==> config.mk <==
export PLATFORM = sky130hd
export DESIGN_NAME = bist_pattern_seq
export DESIGN_NICKNAME = d
export VERILOG_FILES = /design/src/rtl/bist_pkg.sv /design/src/rtl/bist_fail_log.sv /design/src/rtl/bist_pattern_seq.sv
export SDC_FILE = /design/constraint.sdc
export NUM_CORES = 1
export LEC_CHECK = 0
export ABC_AREA = 1
export CORE_MARGIN = 5
export CORE_UTILIZATION = 30
export DETAILED_ROUTE_END_ITERATION = 7
export DONT_BUFFER_PORTS = 1
export PLACE_DENSITY_LB_ADDON = 0.2
export SLEW_MARGIN = 20
export SYNTH_ARGS = -nofsm -noshare
export SYNTH_HDL_FRONTEND = slang
export SYNTH_SLANG_ARGS = --single-unit
export TNS_END_PERCENT = 10
==> constraint.sdc <==
create_clock -name CLK -period 1.6 [get_ports CLK]
set_input_delay 0.32 -clock CLK [delete_from_list [all_inputs] [get_ports CLK]]
set_output_delay 0.32 -clock CLK [all_outputs]
set_load 0.02 [all_outputs]
==> src/rtl/bist_pkg.sv <==
// Shared types and constants for the memory BIST pattern sequencer.
package bist_pkg;

  typedef enum logic [2:0] {
    S_IDLE,
    S_PRIME,
    S_WR,
    S_RD,
    S_CMP,
    S_ADV,
    S_DONE
  } bist_state_e;

  localparam logic [15:0] LFSR_SEED        = 16'h8000;
  // PRIME plus one WR/RD/CMP/ADV slot before the first step, then one step per slot
  localparam int          LFSR_FIRST_STEP  = 5;
  localparam int          LFSR_STEP_PERIOD = 4;

  localparam int PAT_W  = 16;
  localparam int FCNT_W = 4;

  function automatic logic [FCNT_W-1:0] sat_inc(input logic [FCNT_W-1:0] c);
    return (&c) ? c : c + 1'b1;
  endfunction

endpackage

==> src/rtl/bist_fail_log.sv <==
// Fail accounting for the BIST sweep: registered fail pulse/address,
// saturating fail counter and sticky overflow flag.
module bist_fail_log
  import bist_pkg::*;
#(
  parameter int AW       = 6,
  parameter int MAX_FAIL = 4
) (
  input  logic              CLK,
  input  logic              RSTN,
  input  logic              clr,
  input  logic              cmp_vld,
  input  logic              mismatch,
  input  logic [AW-1:0]     addr,
  output logic              fail_vld,
  output logic [AW-1:0]     fail_addr,
  output logic [FCNT_W-1:0] fail_cnt,
  output logic              overflow
);

  localparam logic [FCNT_W-1:0] MAX_FAIL_C = FCNT_W'(MAX_FAIL);

  logic              hit;
  logic [FCNT_W-1:0] cnt_nxt;

  assign hit     = cmp_vld & mismatch;
  assign cnt_nxt = sat_inc(fail_cnt);

  always_ff @(posedge CLK or negedge RSTN) begin
    if (!RSTN) begin
      fail_vld  <= 1'b0;
      fail_addr <= '0;
      fail_cnt  <= '0;
      overflow  <= 1'b0;
    end else if (clr) begin
      fail_vld  <= 1'b0;
      fail_addr <= '0;
      fail_cnt  <= '0;
      overflow  <= 1'b0;
    end else begin
      fail_vld <= hit;
      // count lands together with the pulse, so OVERFLOW rises on the pulse that crosses MAX_FAIL
      if (hit) begin
        fail_addr <= addr;
        fail_cnt  <= cnt_nxt;
        if (cnt_nxt > MAX_FAIL_C) overflow <= 1'b1;
      end
    end
  end

endmodule

==> src/rtl/bist_pattern_seq.sv <==
// Memory BIST sequencer: write/read-back/compare sweep driven by the pattern LFSR.
// Define BIST_INV_PASS_EN to add a second sweep writing and comparing ~PAT.
module bist_pattern_seq
  import bist_pkg::*;
#(
  parameter int AW       = 6,
  parameter int MAX_FAIL = 4
) (
  input  logic              CLK,
  input  logic              RSTN,
  input  logic              START,
  output logic              BUSY,
  output logic              DONE,
  output logic              LFSR_EN,
  input  logic [PAT_W-1:0]  PAT,
  output logic              MEM_CS,
  output logic              MEM_WE,
  output logic [AW-1:0]     MEM_ADDR,
  output logic [PAT_W-1:0]  MEM_WDATA,
  input  logic [PAT_W-1:0]  MEM_RDATA,
  output logic              FAIL_VLD,
  output logic [AW-1:0]     FAIL_ADDR,
  output logic [FCNT_W-1:0] FAIL_CNT,
  output logic              OVERFLOW
);

  bist_state_e      state_q, state_d;
  logic [AW-1:0]    addr_q;
  logic             accept;
  logic             last_addr;
  logic             sweep_end;
  logic [PAT_W-1:0] wdata;

  assign accept    = (state_q == S_IDLE) & START;
  assign last_addr = &addr_q;

`ifdef BIST_INV_PASS_EN
  logic pass_q;
  assign wdata     = pass_q ? ~PAT : PAT;
  assign sweep_end = last_addr & pass_q;
`else
  assign wdata     = PAT;
  assign sweep_end = last_addr;
`endif

  always_ff @(posedge CLK or negedge RSTN) begin
    if (!RSTN) state_q <= S_IDLE;
    else       state_q <= state_d;
  end

  always_comb begin
    state_d   = state_q;
    BUSY      = 1'b1;
    DONE      = 1'b0;
    LFSR_EN   = 1'b1;
    MEM_CS    = 1'b0;
    MEM_WE    = 1'b0;
    MEM_WDATA = '0;
    unique case (state_q)
      S_IDLE: begin
        BUSY    = 1'b0;
        LFSR_EN = 1'b0;
        if (START) state_d = S_PRIME;
      end
      S_PRIME: state_d = S_WR;
      S_WR: begin
        MEM_CS    = 1'b1;
        MEM_WE    = 1'b1;
        MEM_WDATA = wdata;
        state_d   = S_RD;
      end
      S_RD: begin
        MEM_CS  = 1'b1;
        state_d = S_CMP;
      end
      S_CMP: state_d = S_ADV;
      // LFSR_EN stays high here across the pass boundary so the LFSR keeps its cadence
      S_ADV: state_d = sweep_end ? S_DONE : S_WR;
      S_DONE: begin
        DONE    = 1'b1;
        LFSR_EN = 1'b0;
        state_d = S_IDLE;
      end
      default: begin
        BUSY    = 1'b0;
        LFSR_EN = 1'b0;
        state_d = S_IDLE;
      end
    endcase
  end

  always_ff @(posedge CLK or negedge RSTN) begin
    if (!RSTN) begin
      addr_q <= '0;
`ifdef BIST_INV_PASS_EN
      pass_q <= 1'b0;
`endif
    end else if (accept) begin
      addr_q <= '0;
`ifdef BIST_INV_PASS_EN
      pass_q <= 1'b0;
`endif
    end else if (state_q == S_ADV) begin
      addr_q <= addr_q + 1'b1;
`ifdef BIST_INV_PASS_EN
      if (last_addr) pass_q <= ~pass_q;
`endif
    end
  end

  assign MEM_ADDR = addr_q;

  bist_fail_log #(
    .AW       (AW),
    .MAX_FAIL (MAX_FAIL)
  ) u_fail_log (
    .CLK       (CLK),
    .RSTN      (RSTN),
    .clr       (accept),
    .cmp_vld   (state_q == S_CMP),
    .mismatch  (MEM_RDATA != wdata),
    .addr      (addr_q),
    .fail_vld  (FAIL_VLD),
    .fail_addr (FAIL_ADDR),
    .fail_cnt  (FAIL_CNT),
    .overflow  (OVERFLOW)
  );

endmodule

# Word level (Yosys, flattened, before mapping)
# Index checks and enable logic that the tools add are counted.
# op_classes
n_mux	20
bitwise_logic	2
n_reduce_logical	10
n_lt_le_gt_ge	1
add_sub_neg	2
n_eq_ne	8
# ops
operator	count
6-bit two-way mux	4
3-bit case mux with 6 select lines	1
16-bit two-way mux	1
16-bit inequality test	1
4-bit two-way mux	3
3-bit equality test, second input constant	3
1-bit two-way mux	9
6-bit by 1-bit adder with 6-bit output, second input constant	1
3-bit by 2-bit equality test with 1-bit output, second input constant	2
3-bit two-way mux	2
6-bit AND reduction	1
2-bit nonzero test	3
6-bit OR reduction	1
5-bit OR reduction	1
4-bit by 1-bit adder with 4-bit output, second input constant	1
4-bit by 3-bit greater-than comparator with 1-bit output, second input constant	1
4-bit AND reduction	1
3-bit by 1-bit equality test with 1-bit output, second input constant	1
3-bit logical NOT	1
1-bit bitwise AND	2
2-bit inequality test, second input constant	1
2-bit AND reduction	1
2-bit OR reduction	1
# word_totals
wordCells	49
out_inout_bits	39
ff_bits	21

# Longest topological paths before layout
# logic_depth
depth_word	6
depth_mapped	11

# Hierarchy
# From an unflattened synthesis, not the netlist that was laid out.
# unflattened
hier_cells	223
area_unflattened_um2	1520.2
# by_module_without_submodules
mod	area_per_inst_um2	cells_each	seq_area_each_um2	n_inst
bist_pattern_seq	970.9	166	225.2	1
bist_fail_log	549.3	57	300.3	1

# Least setup slack after synthesis
# Ideal clock, no wire load.
# synth_path
path_kind	flip-flop to output port
start	reg state_q[2]
end	out MEM_WDATA[10]
stages_incl_launch_ff	7
slack_ns	-0.238
arrival_time_ns	1.518
cell_sequence	dfrtp_1 nor2_2 inv_2 nor2_4 inv_2 buf_2 nor2_1
# synth_between
elab_chain_cells	2
# synth_rtl
element	line_no	source
from (decl)	bist_pattern_seq.sv:27	bist_state_e state_q, state_d;
from (signal assigned)	bist_pattern_seq.sv:48	else state_q <= state_d;
3-bit by 2-bit equality test with 1-bit output	bist_pattern_seq.sv:59	unique case (state_q)
16-bit two-way mux	bist_pattern_seq.sv:59	
to (decl)	bist_pattern_seq.sv:19	output logic [PAT_W-1:0] MEM_WDATA,
# No other way between the ends.

# Worst setup path after layout
# layout_path
start	reg state_q[2]
end	out MEM_WDATA[4]
# Same word-level chain as after synthesis.

==> reports/qor.yml <==
route.detailed.wl_per_inst_um: 11.6
syn_inst: 242
fillerInstances: 505
max_freq_ghz: 0.591
power-per-cell-area_mw_per_mm2: 1390
first_global_vias: 1500
tritoncts_num_sinks: 21
worst_setup_hold_path_clk_slew_ns: 0.07
netlist-cell-type-count: 24
fp.dieH_um: 80.7
grt_pass1_wl_mm: 6.53
critical_path_arrival_ns: 1.37
final.min_clock_period_ns: 1.69
outcome: "finished with violations"
timing.critical_path.to_type: "primary output"
area_growth_syn_to_layout_pct: 31.6
clk-insertion-delay-late_ns: 0.26
clockRootBuffer: "sky130_fd_sc_hd__clkbuf_8"
initial_core_utilization_pct: 31.3
detailedRoute.firstPassIterationCount: 4
grt.total_usage_pct: 12.7
synth_top_cells_by_area: "sky130_fd_sc_hd__dfrtp_1 35%, sky130_fd_sc_hd__nand2_1 20%, sky130_fd_sc_hd__inv_1 12%"
seq_area_frac_synth_pct: 35.1
r2r_cells: 6
grt_start_max_net_pins: 22
syn-num-nets: 279
p_leak_nw: 1.10
timing.setup.tns_ns: -1.01
seq_area_sq_um: 528
ir_worst_vdd_mv: 0.698
cp_data_required_time_ns: 1.28
clock_tree.buffer_depth: 2
remaining_drc_errors: 0
total_detailed_routing_wirelength_mm: 3.86
routed-via-count: 1465
combinational_family_with_the_most_area_after_synthesis: "simple AND/OR/NAND/NOR gates"
io-pin-count: 74
synth_adder_area_share_pct: 1.67
routed_via_density: 4.39
switching_power_share_of_the_total_pct: 48.3
tritoncts: "yes"
comb_power_share_pct: 57.9
rsz0062_at_grt: "yes"
layout-drive-gt1-share_pct: 22.1
worst_slew_pin_slew_ns: 0.962
place_ws_ns: 0.0935
coreArea_sq_mm: 0.00479
critical_path.max_fanout: 5
max_cap_viol_count: 0
worst_hold_check_path_type: "primary input to flop"
report.final.setup_viol: 17
numCtsBuffers: 3
finalNetCount: 305
die-area_sq_mm: 0.00651
port_buffers: 0
clockPowerShare_pct: 12.5
clock_h_tree_levels: 1
synthesis_stage_register_bit_count: 21
hold_viol: 0
postSynthAreaPerCell_sq_um: 6.19
synth_simple_gate_area_share_pct: 41.4
intPower_w: 0.00141
finalMaxSlewViolations: 0
die_w_um: 80.7
critical_path_class: "flop to primary output"
crit_path_start_kind: "flop"
detailedRoute.firstIterationViolations: 59
failed_checks: "setup timing"
num_rows: 25
drtAntennaViolNets: 0
fin_crit_sh_pct: 106
synth-compound-area-share_pct: 5.01
worst_hold_path_depth: 2
fin_worst_skew_ns: 0.00209
synth_top_area_cell: "sky130_fd_sc_hd__dfrtp_1"
relSlewSlack_pct: 35.6
syn_area_sq_mm: 0.00150
gr-total-overflow: 0
fraction_of_synthesized_cell_area_in_xor_and_xnor_cells_pct: 0.585
antenna_found_initial: 0
synthesis_warnings: 0
multiInputGateArea_sq_um: 858
dp_hpwl_mm: 2.98
antenna-diode-count: 0
place.gp.congestion: 0.798
switching_power_w: 0.00132
yosys.area.top_type_share_pct: 35.1
regToRegSetupSlack_ns: 0.22
synthMuxAreaShare_pct: 0
setup_slack_ns: -0.0913
share_seq_of_total_power_pct: 29.6
through the flow:
stage                     total power [W]  util (%)  instance area [sq um]  hold slack [ns]  std cells
after floorplan                   0.00183         -                   1590           0.0244        242
after global placement            0.00209      36.6                   1750           0.0251        322
after detailed placement          0.00209      36.6                   1750           0.0251        322
after CTS                         0.00277      41.2                   1970            0.213        334
after global routing              0.00296      41.2                   1970            0.218        334
final                             0.00273      41.2                   1970            0.218        334
flip-flops by register name, indices dropped and copies added (netlist names):
signal and cells:
u_fail_log.fail_vld 1, u_fail_log.fail_cnt 4, MEM_ADDR 6, u_fail_log.fail_addr 6, u_fail_log.overflow 1, state_q 3
metal layers:
metal,routed length (um),share of wire (%),track usage [%]
met5,0,0,0
met4,38,0.98,2.53
met3,324,8.4,3.59
met2,1880,49,22.1
met1,1610,42,15.5
critical path: stages, from the launching register on:
cell                      delay (ns)
sky130_fd_sc_hd__dfrtp_2        0.42
sky130_fd_sc_hd__nor2_4         0.12
sky130_fd_sc_hd__inv_2          0.06
sky130_fd_sc_hd__nor2_4         0.10
sky130_fd_sc_hd__buf_12         0.15
sky130_fd_sc_hd__inv_8          0.06
sky130_fd_sc_hd__nor2_4         0.09
sky130_fd_sc_hd__buf_6          0.12
area by class of cell:
cell class / count / share of cell area (%)
clock buffers: 4 / 2.29
inverters: 52 / 10.3
multi-input cells: 163 / 43.6
flip-flops and latches: 21 / 26.8
well taps: 67 / 4.25
repair buffers: 25 / 11.8
repair inverters: 2 / 1.02
power groups by stage:
| stage | Clock, W | Combinational [W] | Sequential [W] |
|---|---|---|---|
| final | 0.000341 | 0.00158 | 0.000810 |
| after global placement | 0 | 0.00127 | 0.000819 |
| after global routing | 0.000379 | 0.00174 | 0.000833 |
| after floorplan | 0 | 0.000978 | 0.000854 |
| after detailed placement | 0 | 0.00127 | 0.000820 |
| after CTS | 0.000360 | 0.00161 | 0.000809 |
synthesized netlist by cell type:
library cell,instances
sky130_fd_sc_hd__nand2_2,1
sky130_fd_sc_hd__xnor2_1,1
sky130_fd_sc_hd__nand4_1,1
sky130_fd_sc_hd__dfrtp_1,21
sky130_fd_sc_hd__nand2_1,79
sky130_fd_sc_hd__ha_1,2
sky130_fd_sc_hd__o21ai_0,6
sky130_fd_sc_hd__nand3_2,1
sky130_fd_sc_hd__nor2_4,1
sky130_fd_sc_hd__buf_6,3
sky130_fd_sc_hd__inv_1,46
sky130_fd_sc_hd__o21ai_1,1
sky130_fd_sc_hd__nor3_1,2
sky130_fd_sc_hd__nor3_2,1
sky130_fd_sc_hd__clkinv_1,1
sky130_fd_sc_hd__buf_2,3
sky130_fd_sc_hd__nor2_2,2
sky130_fd_sc_hd__a21oi_1,5
sky130_fd_sc_hd__nor2_1,32
sky130_fd_sc_hd__and3_1,1
sky130_fd_sc_hd__o211ai_1,2
sky130_fd_sc_hd__nand3b_1,2
sky130_fd_sc_hd__inv_2,5
sky130_fd_sc_hd__nand3_1,23
final timing paths:
path                                                       endpoint                                from
worst min-delay path                         state_q[0]$_DFFE_PN0P_                               START
worst max register to register      u_fail_log.overflow$_DFFE_PN0P_  u_fail_log.fail_cnt[0]$_DFFE_PN0P_
max in group asynchronous                    state_q[2]$_DFFE_PN0P_                                RSTN
min in group asynchronous       u_fail_log.fail_addr[0]$_DFFE_PN0P_                                RSTN
worst min register to register   u_fail_log.fail_cnt[2]$_DFFE_PN0P_  u_fail_log.fail_cnt[2]$_DFFE_PN0P_
worst max-delay path                                   MEM_WDATA[4]              state_q[2]$_DFFE_PN0P_
what timing repair did:
action / CTS / global route
endpoints found under the hold margin: 21 / 0
endpoints found under the setup margin: 17 / 19
pin swaps: 6 / 2
gates resized for setup: 28 / 1
setup buffers: 5 / 0
hold buffers: 1 / 0
gates cloned: 2 / 0
kinds of logic (layout without fill, tap and decap cells):
logic type | count (synthesis) | after routing
compound gates | 14 | 14
xor+xnor | 1 | 1
fa+ha+maj | 2 | 2
buf+inv | 58 | 83
flops | 21 | 21
simple gates | 146 | 146
cell usage in the layout, fill, tap and decap left out, types with 3 or more instances in the layout:
cell                       count
sky130_fd_sc_hd__a21oi_1       5
sky130_fd_sc_hd__buf_4        15
sky130_fd_sc_hd__buf_6         8
sky130_fd_sc_hd__clkbuf_8      3
sky130_fd_sc_hd__dfrtp_1      19
sky130_fd_sc_hd__inv_1        46
sky130_fd_sc_hd__inv_2         4
sky130_fd_sc_hd__nand2_1      79
sky130_fd_sc_hd__nand3_1      22
sky130_fd_sc_hd__nor2_1       16
sky130_fd_sc_hd__nor2_4       18
sky130_fd_sc_hd__o21ai_0       6
Note: power is estimated with default switching activity, not from simulation.
